--- src/rtl/sequenciador_pkg.sv ---
// Shared definitions for the register-bank sequencer: opcodes, FSM states
// and the bit positions of the fixed 8-bit instruction word.
package sequenciador_pkg;

  typedef enum logic [1:0] {
    OP_ADD = 2'b00,
    OP_SUB = 2'b01,
    OP_MOV = 2'b10,
    OP_LI  = 2'b11
  } opcode_e;

  typedef enum logic [1:0] {
    OCIOSO  = 2'd0,
    LEITURA = 2'd1,
    ESCRITA = 2'd2
  } estado_e;

  localparam int INSTR_W = 8;
  localparam int OPC_MSB = 7;
  localparam int OPC_LSB = 6;
  localparam int RD_MSB  = 5;
  localparam int RD_LSB  = 3;
  localparam int RS_MSB  = 2;
  localparam int RS_LSB  = 0;

endpackage

--- src/rtl/ula_8bits.sv ---
// Combinational ALU for the sequencer: ADD/SUB/MOV/LI with zero and
// carry/borrow flags. Carry on SUB is the borrow, i.e. a < b unsigned.
module ula_8bits
  import sequenciador_pkg::*;
#(
  parameter int DATA_W = 8
) (
  input  opcode_e           opcode_i,
  input  logic [DATA_W-1:0] a_i,
  input  logic [DATA_W-1:0] b_i,
  input  logic [DATA_W-1:0] imm_i,
  output logic [DATA_W-1:0] result_o,
  output logic              zero_o,
  output logic              carry_o
);

  logic [DATA_W:0]   sum;
  logic [DATA_W:0]   diff;
  logic [DATA_W-1:0] res;
  logic              cy;

  // The extra top bit of the widened subtraction is exactly the borrow.
  always_comb begin
    sum  = {1'b0, a_i} + {1'b0, b_i};
    diff = {1'b0, a_i} - {1'b0, b_i};
    res  = '0;
    cy   = 1'b0;
    case (opcode_i)
      OP_ADD: begin
        res = sum[DATA_W-1:0];
        cy  = sum[DATA_W];
      end
      OP_SUB: begin
        res = diff[DATA_W-1:0];
        cy  = diff[DATA_W];
      end
      OP_MOV:  res = b_i;
      OP_LI:   res = imm_i;
      default: res = '0;
    endcase
  end

  assign result_o = res;
  assign carry_o  = cy;
  assign zero_o   = (res == '0);

endmodule

--- src/rtl/sequenciador_registradores.sv ---
// Three-state access sequencer for BancoDeRegistradores: accepts one
// instruction, reads rd/rs, then writes the ALU result back for one cycle.
module sequenciador_registradores
  import sequenciador_pkg::*;
#(
  parameter int DATA_W = 8
) (
  input  logic              Clock,
  input  logic              Reset,
  input  logic [7:0]        Instr,
  input  logic [DATA_W-1:0] Imediato,
  input  logic              InstrValid,
  output logic              InstrReady,
  output logic [2:0]        RegLido1,
  output logic [2:0]        RegLido2,
  input  logic [DATA_W-1:0] Dado1,
  input  logic [DATA_W-1:0] Dado2,
  output logic [2:0]        RegEscr,
  output logic [DATA_W-1:0] DadoEscr,
  output logic              RegWrite,
  output logic              Done,
  output logic              Zero,
  output logic              Carry
);

  estado_e           estado_q;
  opcode_e           opcode_q;
  logic [DATA_W-1:0] imm_q;
  logic [2:0]        regLido1_q;
  logic [2:0]        regLido2_q;
  logic [2:0]        regEscr_q;
  logic [DATA_W-1:0] dadoEscr_q;
  logic              regWrite_q;
  logic              done_q;
  logic              zero_q;
  logic              carry_q;

  logic [DATA_W-1:0] ulaResult;
  logic              ulaZero;
  logic              ulaCarry;

  ula_8bits #(.DATA_W(DATA_W)) u_ula (
    .opcode_i (opcode_q),
    .a_i      (Dado1),
    .b_i      (Dado2),
    .imm_i    (imm_q),
    .result_o (ulaResult),
    .zero_o   (ulaZero),
    .carry_o  (ulaCarry)
  );

  // RegLido1 doubles as the latched rd, so it also feeds the write address.
  always_ff @(posedge Clock or negedge Reset) begin
    if (!Reset) begin
      estado_q   <= OCIOSO;
      opcode_q   <= OP_ADD;
      imm_q      <= '0;
      regLido1_q <= '0;
      regLido2_q <= '0;
      regEscr_q  <= '0;
      dadoEscr_q <= '0;
      regWrite_q <= 1'b0;
      done_q     <= 1'b0;
      zero_q     <= 1'b0;
      carry_q    <= 1'b0;
    end else begin
      case (estado_q)
        OCIOSO: begin
          if (InstrValid) begin
            opcode_q   <= opcode_e'(Instr[OPC_MSB:OPC_LSB]);
            regLido1_q <= Instr[RD_MSB:RD_LSB];
            regLido2_q <= Instr[RS_MSB:RS_LSB];
            imm_q      <= Imediato;
            estado_q   <= LEITURA;
          end
        end
        LEITURA: begin
          dadoEscr_q <= ulaResult;
          regEscr_q  <= regLido1_q;
          regWrite_q <= 1'b1;
          done_q     <= 1'b1;
          if (opcode_q == OP_ADD || opcode_q == OP_SUB) begin
            zero_q  <= ulaZero;
            carry_q <= ulaCarry;
          end
          estado_q <= ESCRITA;
        end
        ESCRITA: begin
          regWrite_q <= 1'b0;
          done_q     <= 1'b0;
          estado_q   <= OCIOSO;
        end
        default: estado_q <= OCIOSO;
      endcase
    end
  end

  assign InstrReady = Reset && (estado_q == OCIOSO);
  assign RegLido1   = regLido1_q;
  assign RegLido2   = regLido2_q;
  assign RegEscr    = regEscr_q;
  assign DadoEscr   = dadoEscr_q;
  assign RegWrite   = regWrite_q;
  assign Done       = done_q;
  assign Zero       = zero_q;
  assign Carry      = carry_q;

endmodule

--- config.mk ---
export PLATFORM = sky130hd
export DESIGN_NAME = sequenciador_registradores
export DESIGN_NICKNAME = d
export VERILOG_FILES = /design/src/rtl/sequenciador_pkg.sv /design/src/rtl/ula_8bits.sv /design/src/rtl/sequenciador_registradores.sv
export SDC_FILE = /design/constraint.sdc
export NUM_CORES = 1
export LEC_CHECK = 0
export CAP_MARGIN = 25
export CORE_ASPECT_RATIO = 1.5
export CORE_UTILIZATION = 50
export CTS_BUF_LIST = sky130_fd_sc_hd__clkbuf_16
export CTS_CLUSTER_DIAMETER = 50
export CTS_CLUSTER_SIZE = 10
export DETAILED_ROUTE_END_ITERATION = 8
export PLACE_DENSITY = 0.8
export SYNTH_ARGS = -nofsm -noshare
export SYNTH_HDL_FRONTEND = slang
export SYNTH_HIERARCHICAL = 1
export SYNTH_SLANG_ARGS = --single-unit
--- constraint.sdc ---
create_clock -name Clock -period 2.3 [get_ports Clock]
set_input_delay 0.23 -clock Clock [delete_from_list [all_inputs] [get_ports Clock]]
set_output_delay 0.23 -clock Clock [all_outputs]
set_load 0.1 [all_outputs]
==> results of run 1 <==
## power groups by stage
stage                     Sequential (mW)  Clock [mW]  Combinational (mW)
after floorplan                      2.22           0                1.39
after global placement               1.05           0                3.36
after detailed placement             1.06           0                3.43
after CTS                            1.06       0.726                3.54
after global routing                 1.09       0.754                3.79
final                                1.06       0.718                3.63
## cell usage after synthesis, drive strengths merged (2+ instances only)
cell,number,share of area
fa,2,0.016
o21ai,12,0.026
dfrtp,32,0.32
mux2,31,0.16
a21o,3,0.0091
a211oi,3,0.011
or4,3,0.0091
nor2,14,0.021
nand2,13,0.021
or3,2,0.0071
nand2b,6,0.015
buf,10,0.032
nor2b,2,0.0051
and2b,3,0.0096
ha,21,0.11
o31ai,2,0.0061
mux2i,3,0.012
a221oi,3,0.011
o211a,3,0.012
o211ai,5,0.019
a21oi,12,0.026
inv,23,0.035
nor4,2,0.0076
a221o,2,0.0086
nand4,3,0.0076
o2bb2ai,3,0.011
## final cells by class
class / count / area [sq um]
clock inverter: 3 / 37.5
timing repair buffer: 104 / 857
clock buffer: 5 / 125
inverter: 23 / 86.3
tap: 66 / 82.6
sequential: 32 / 801
fill: 317 / 1100
multi-input combinational: 173 / 1680
## through the flow
stage | cells | setup TNS [ns]
2_1_floorplan | 238 | 0
3_3_place_gp | 397 | -1.85
3_5_place_dp | 397 | -2.19
4_1_cts | 407 | 0
5_1_grt | 406 | -0.000281
6_report | 406 | 0
## per-layer routing
metal / global-route usage / wire (um) / vias to the layer above
li1: - / - / 1066
met1: 0.296 / 2520 / 1091
met3: 0.0355 / 249 / 26
met2: 0.523 / 3720 / 68
met5: 0 / 0 / -
met4: 0.128 / 272 / 0
## flip-flops by register name (all words and copies together), names as in the netlist
name,cells
Done,1
RegLido1,3
RegLido2,3
DadoEscr,8
RegEscr,3
imm_q,8
Zero,1
Carry,1
opcode_q,2
estado_q,2
## logic make-up after synthesis
| logic type | after synthesis |
|---|---|
| compound gates | 59 |
| simple gates | 56 |
| mux | 35 |
| buf+inv | 33 |
| flops | 32 |
| fa+ha+maj | 23 |
## worst max-delay path by stage
stage	start	to	slack, ns	cells after the start
6_report	Dado1[0]	Zero	0.07	9
5_1_grt	Dado1[0]	Zero	-0.0003	9
3_5_place_dp	Dado1[0]	Zero	-0.51	9
3_3_place_gp	Dado1[0]	Zero	-0.45	9
2_1_floorplan	Dado1[0]	Zero	0.11	8
4_1_cts	Dado2[4]	Zero	0.02	11
## critical path, stage by stage
cell      delay, ns
clkbuf_2       0.09
inv_1          0.05
ha_2           0.18
fa_2           0.52
inv_1          0.04
mux4_2         0.47
or3_4          0.42
nor4_4         0.27
mux2_4         0.17
## repair_timing
item | CTS | global route
cloned | 0 | 0
buffers inserted | 2 | 0
endpoints found under the setup margin | 4 | 3
pin swaps | 8 | 10
gates resized for setup | 31 | 25
==> qor.txt, run 1 <==
gpl congestion = 0.913
DR vias = 2,251
Core ar. = 4770 sq um
Yosys cell types = 61
post-layout util = 0.768
Num CTS Buffers = 5
clock buffer depth = 2
vias in the first global route = 2,302
Post-Syn Area = 2470 sq um
TritonRoute pass-1 iters = 5
Mapped Avg Cell Area = 10.4 sq um
initial drt markers = 86
global route overflow = 0
Final period util = 0.970
largest family of logic cells by synthesized area = compound AO/OA/AOI/OAI gates
area delta synth->final = 48.5%
Synth async-reset ratio = 1.00
Place WS = -0.507 ns
clk sinks = 32
Leak = 1.72 nW
R2R cell count = 7
multiplexer share of the synthesized area = 0.178
fraction of the mapped netlist area in adder cells = 0.123
worst r2r src = opcode_q[1]
P_int = 2.64 mW
worst skew pair latency = 0.27 ns
HPWL Detailed = 4.99 mm
status = complete, no violations
number of flops mapped to enable cells by yosys = 0
commonest non-fill, non-tap cell in the layout = buf_4
initial core utilization = 0.517
Final Max Tran Viols = 0
Final Power = 5.41 mW
CTS tree = done
H-Tree Level Count = 2
antenna violations before repair = 0
All-Layer GR Usage = 0.277
DP Area = 3340 sq um
post-synthesis simple-gate area fraction = 0.127
ANT nets after route = 0
PwrDens = 1470 nW/um^2
Worst R2R Setup Slack = 0.19 ns
Ant. Diodes = 0
drt total wl = 6.76 mm
Seq pwr share = 0.196
Warnings, synthesis = 6
Clock power frac = 0.133
Post-Synth XOR/XNOR Area = 0
final setup vio count = 0
Setup crit start kind = input pin
Post-Syn Nets = 296
post-synthesis cell count = 238
CTS clk-pin slew, worst paths = 0.05 ns
Synth Area in Compound Gates = 0.181
die height = 88.1 um
Remaining DRCs = 0
most frequent cells in the layout = buf_4 (68), dfrtp_1 (32), clkdlybuf4s50_1 (23)
hold violation count in the final report = 0
fin crit period = 2.23 ns
CP required = 2.52 ns
port bufs = 56
kind of critical path = in2reg
Die X = 59.4 um
share of cells above drive strength 1 = 0.432
HP Class = in2async
Routed WL per cell = 16.7 um
Design Area, Final = 3670 sq um
Ports = 57
row cnt = 31
Rel. slew slack = 0.662
fin worst setup slack = 0.0682 ns
drt via density = 5.54
Clock Root Buffer = clkbuf_16
RR Endpoint = Zero
Synth Flop Type = dfrtp_1
largest net degree at the start of global routing = 33
Comb pwr share = 0.671
post-synthesis sequential element count = 32
Max Clock Freq = 0.448 GHz
Worst Hold Slack = 0.394 ns
nature of the critical path endpoint = flop
hold buffers post-CTS = 0
Switching Share = 0.511
MaxCap Viol Count = 0
first-pass GRT wire length = 10.6 mm
Max FO, Critical Path = 2
CP Data Arrival Time = 2.45 ns
Die ar. = 5230 sq um
Seq/Total Area, Yosys = 0.324
final net count = 397
Fin Clk Skew = 0.00476 ns
net switching power = 2.76 mW
worst slew pin tran = 0.506 ns
Max IR drop VDD = 1.44 mV
No activity file was read; power rests on OpenSTA's default activity.
==> run 2: changes to the inputs <==
CORE_MARGIN = 1   (was default)
CTS_BUF_LIST = sky130_fd_sc_hd__clkbuf_2   (was sky130_fd_sc_hd__clkbuf_16)
==> qor.txt, run 2 (synthesis gave the netlist of run 1 again) <==
area delta synth->final = 44.3%
Core ar. = 4770 sq um (unchanged)
MaxCap Viol Count = 0 (unchanged)
Die ar. = 5230 sq um (unchanged)
Comb pwr share = 0.716 (+0.045)
CTS clk-pin slew, worst paths = 0.15 ns (+0.10 ns)
drt total wl = 6.22 mm (-8.1%)
Non-Filler Instances = 406 (unchanged)
Top delay family on crit path = buffers and inverters
vias in the first global route = 2,233 (-3.0%)
RR Endpoint = Zero
Final Max Tran Viols = 0 (unchanged)
hold violation count in the final report = 0 (unchanged)
ANT nets after route = 0 (unchanged)
clock buffer depth = 2 (unchanged)
All-Layer GR Usage = 0.253 (-0.0239)
Die X = 59.4 um (unchanged)
P_int = 2.28 mW (-14%)
placed cell count = 397 (unchanged)
worst skew pair latency = 0.36 ns (+0.09 ns)
final setup vio count = 0 (unchanged)
row cnt = 31 (unchanged)
Max Clock Freq = 0.446 GHz (-0.48%)
status = complete, no violations
Final period util = 0.975 (+0.00469)
Leak = 1.71 nW (-0.48%)
gpl congestion = 0.913 (unchanged)
Switching Share = 0.536 (+0.0248)
crit-path max cell delay = 0.54 ns (+0.02 ns)
HP Class = in2async
Ant. Diodes = 0 (unchanged)
DR WL met3 = 202 um (-19%)
worst slew pin tran = 0.497 ns (-0.00860 ns)
CTS tree = done
Worst R2R Setup Slack = 0.24 ns (+0.05 ns)
Max IR drop VDD = 1.29 mV (-11%)
most frequent cells in the layout = buf_4 (67), dfrtp_1 (32), clkdlybuf4s50_1 (29)
Clock Root Buffer = clkbuf_2
HPWL Detailed = 4.99 mm (unchanged)
wire length on met2 = 3.49 mm (-6.2%)
CP Data Arrival Time = 2.50 ns (+0.05 ns)
worst r2r src = opcode_q[1]
Rel. slew slack = 0.667 (+0.00575)
CP most frequent cell = inv_1
Ports = 57 (unchanged)
nature of the critical path endpoint = flop
die height = 88.1 um (unchanged)
H-Tree Level Count = 2 (unchanged)
global route overflow = 0 (unchanged)
TritonRoute pass-1 iters = 4 (-1)
PwrDens = 1380 nW/um^2 (-6.4%)
antenna violations before repair = 0 (unchanged)
commonest non-fill, non-tap cell in the layout = buf_4
net switching power = 2.64 mW (-4.6%)
largest net degree at the start of global routing = 33 (unchanged)
Max FO, Critical Path = 2 (unchanged)
M1 WL = 2.33 mm (-7.6%)
Remaining DRCs = 0 (unchanged)
port bufs = 56 (unchanged)
fin crit period = 2.24 ns (+0.0108 ns)
initial drt markers = 78 (-9.3%)
CP required = 2.56 ns (+0.04 ns)
max layer used = met4
R2R cell count = 8 (+1)
clk sinks = 32 (unchanged)
drt via density = 5.49 (-1.0%)
Num CTS Buffers = 5 (unchanged)
Clock power frac = 0.072 (-0.061)
DR vias = 2,228 (-1.0%)
Setup crit start kind = input pin
Crit path buffers/inverters = 4 (+1)
worst-path cell with the longest stage delay = or4_4
crit-path cells = clkdlybuf4s50_1, inv_1, ha_4, or4_4, a2111o_1, o211ai_2, a31o_4, buf_4, inv_1, mux2_2
Seq pwr share = 0.212 (+0.016)
Routed WL per cell = 15.3 um (-8.1%)
Fin Clk Skew = 0.0101 ns (+0.00534 ns)
Final Power = 4.92 mW (-9.0%)
first-pass GRT wire length = 9.87 mm (-7.3%)
share of cells above drive strength 1 = 0.388 (-0.0441)
kind of critical path = in2reg
initial core utilization = 0.517 (unchanged)
final net count = 397 (unchanged)
==> run 2: repair_timing <==
action | CTS | global route
setup buffers | 1 | 0
pin swaps | 5 | 8
endpoints found under the setup margin | 1 | 3
resized for setup | 5 | 24
cloned | 0 | 0
hold buffers | 0 | 0
==> run 2: how the worst max path moves through the flow <==
stage	slack (ns)	start	end	cells after the start
after global routing	-0.0006	Dado1[2]	Zero	9
after CTS	0.004	Dado1[0]	Zero	12
after floorplan	0.11	Dado1[0]	Zero	8
after global placement	-0.45	Dado1[0]	Zero	9
after detailed placement	-0.51	Dado1[0]	Zero	9
final	0.06	Dado2[6]	DadoEscr[6]	10
==> run 2: final cells by class <==
class	count	area [sq um]
repair buffers	104	898
inverters	23	86.3
multi-input cells	173	1630
clock inverters	3	37.5
clock buffers	5	25.0
well taps	66	82.6
fillers	352	1210
flip-flops and latches	32	801
==> run 2: per-layer routing <==
layer / track usage / vias up
met5: 0 / -
met4: 0.130 / 0
met3: 0.0266 / 19
met2: 0.474 / 69
met1: 0.272 / 1078
li1: - / 1062
==> run 2: power by group through the flow <==
stage,clock network (mW),registers (mW),logic (mW)
after floorplan,0,2.22,1.39
after global placement,0,1.05,3.36
after detailed placement,0,1.06,3.43
after CTS,0.366,1.04,3.47
after global routing,0.393,1.08,3.71
final,0.356,1.04,3.52
==> run 2: per-stage QoR <==
step	setup WS, ns	hold WS, ns	TNS (ns)	area (sq um)	utilization
floorplan	0.110	-0.0656	0	2470	-
global placement	-0.453	0.481	-1.85	3340	0.700
detailed placement	-0.507	0.492	-2.19	3340	0.700
CTS	0.00363	0.283	0	3440	0.721
global route	-0.000552	0.281	-0.000552	3560	0.747
finish	0.0574	0.283	0	3560	0.747
==> run 3: changes to the inputs <==
CORE_MARGIN = 10   (was 1)
==> qor.txt, run 3 (synthesis gave the netlist of run 1 again) <==
kind of critical path = in2reg
Max FO, Critical Path = 2 (unchanged)
hold violation count in the final report = 0 (unchanged)
clock buffer depth = 2 (unchanged)
global route overflow = 0 (unchanged)
CTS clk-pin slew, worst paths = 0.18 ns (+0.03 ns)
worst slew pin tran = 0.500 ns (+0.00264 ns)
status = complete, no violations
CTS tree = done
fin crit period = 2.26 ns (+0.0168 ns)
Sum Neg Setup Slack = 0 ns (unchanged)
CP most frequent cell = o211ai_2
Reg area = 801 sq um (unchanged)
number of fill cells in the layout = 402 (+14%)
Place WS = -0.518 ns (-0.0102 ns)
HPWL Detailed = 5.43 mm (+8.8%)
worst skew pair latency = 0.37 ns (about the same)
All-Layer GR Usage = 0.160 (-0.0933)
H-Tree Level Count = 2 (unchanged)
drt total wl = 6.58 mm (+5.8%)
Top delay family on crit path = simple AND/OR/NAND/NOR gates
area delta synth->final = 38.6%
Die X = 77.4 um (+30%)
Max IR drop VDD = 1.75 mV (+35%)
most frequent cells in the layout = buf_4 (65), dfrtp_1 (32), clkdlybuf4s50_1 (30)
PwrDens = 1420 nW/um^2 (+2.8%)
Crit path buffers/inverters = 2 (-2)
drt via density = 5.39 (-1.7%)
RSZ-0062 raised after global routing = no
MaxCap Viol Count = 0 (unchanged)
row cnt = 31 (unchanged)
HP Class = in2async
TritonRoute pass-1 iters = 4 (unchanged)
port bufs = 56 (unchanged)
antenna violations before repair = 0 (unchanged)
area of the multi-input gates = 1540 sq um (-5.5%)
gpl congestion = 0.892 (-2.3%)
commonest non-fill, non-tap cell in the layout = buf_4
Num CTS Buffers = 5 (unchanged)
Leak = 1.65 nW (-4.0%)
final net count = 393 (-1.0%)
crit-path max cell delay = 0.52 ns (-0.02 ns)
Final period util = 0.982 (+0.00732)
Fin Clk Skew = 0.0226 ns (+0.0125 ns)
CP Data Arrival Time = 2.59 ns (+0.09 ns)
Clock Root Buffer = clkbuf_2
Final Max Tran Viols = 0 (unchanged)
final setup vio count = 0 (unchanged)
Ports = 57 (unchanged)
vias in the first global route = 2,317 (+3.8%)
Die ar. = 8210 sq um (+57%)
ANT nets after route = 0 (unchanged)
initial core utilization = 0.513 (-0.00417)
Max Clock Freq = 0.443 GHz (-0.74%)
Core ar. = 4810 sq um (+0.81%)
die height = 106 um (+20%)
nature of the critical path endpoint = flop
CP required = 2.63 ns (+0.07 ns)
clk sinks = 32 (unchanged)
first-pass GRT wire length = 10.9 mm (+10%)
share of cells above drive strength 1 = 0.357 (-0.0311)
crit-path cells = clkdlybuf4s50_1, inv_1, ha_4, or4_4, a2111o_1, o211ai_2, a31o_4, o211ai_2, nor4_2, mux2_4
DR vias = 2,168 (-2.7%)
Setup crit start kind = input pin
Routed WL per cell = 16.4 um (+6.9%)
Ant. Diodes = 0 (unchanged)
initial drt markers = 151 (+94%)
worst-path cell with the longest stage delay = or4_4
Rel. slew slack = 0.666 (-0.00176)
largest net degree at the start of global routing = 33 (unchanged)
Remaining DRCs = 0 (unchanged)
hold buffers post-CTS = 0 (unchanged)
fin worst setup slack = 0.0406 ns (-0.0168 ns)
run 3: power by group:
part / switching, mW / internal [mW]
logic: 2.20 / 1.21
registers: 0.221 / 0.841
clock network: 0.191 / 0.187
total: 2.61 / 2.24
run 3: per-layer routing:
layer | global-route usage | up-vias | routed length (um)
met5 | 0 | - | 0
met4 | 0.0654 | 0 | 160
met3 | 0.0312 | 14 | 283
met2 | 0.309 | 51 | 3670
met1 | 0.161 | 1047 | 2470
li1 | - | 1056 | -
run 3: what timing repair did:
action / in CTS / in global routing
setup endpoints to repair: 2 / 2
resized for setup: 7 / 5
buffers inserted: 0 / 1
pin swaps: 2 / 3
run 3: cell type report:
type | count | share of cell area
multi-input cells | 173 | 0.451
repair buffers | 100 | 0.247
flip-flops and latches | 32 | 0.234
inverters | 23 | 0.0252
well taps | 66 | 0.0241
clock inverters | 2 | 0.0102
clock buffers | 6 | 0.00878
run 3: path summary, 6_finish.rpt:
path / start / end / slack [ns] / depth (start not counted)
setup / recovery: Dado2[6] / Zero / 0.04 / 10
hold / removal: Reset / RegLido2[2] / 0.26 / 2
setup reg to reg: opcode_q[1] / Zero / 0.11 / 8
hold reg to reg: RegLido2[1] / RegLido2[1] / 0.52 / 1
max in group asynchronous: Reset / RegLido2[0] / 1.73 / 2
min in group Clock: Instr[3] / RegLido1[0] / 0.46 / 2
run 3: metrics by stage:
stage | total power, mW | std cells | utilization | hold slack, ns | area [sq um]
2_1_floorplan | 3.60 | 238 | - | -0.0656 | 2470
3_3_place_gp | 4.38 | 393 | 0.689 | 0.480 | 3310
3_5_place_dp | 4.46 | 393 | 0.689 | 0.491 | 3310
4_1_cts | 4.84 | 401 | 0.703 | 0.260 | 3380
5_1_grt | 5.11 | 402 | 0.711 | 0.252 | 3420
6_report | 4.85 | 402 | 0.711 | 0.263 | 3420
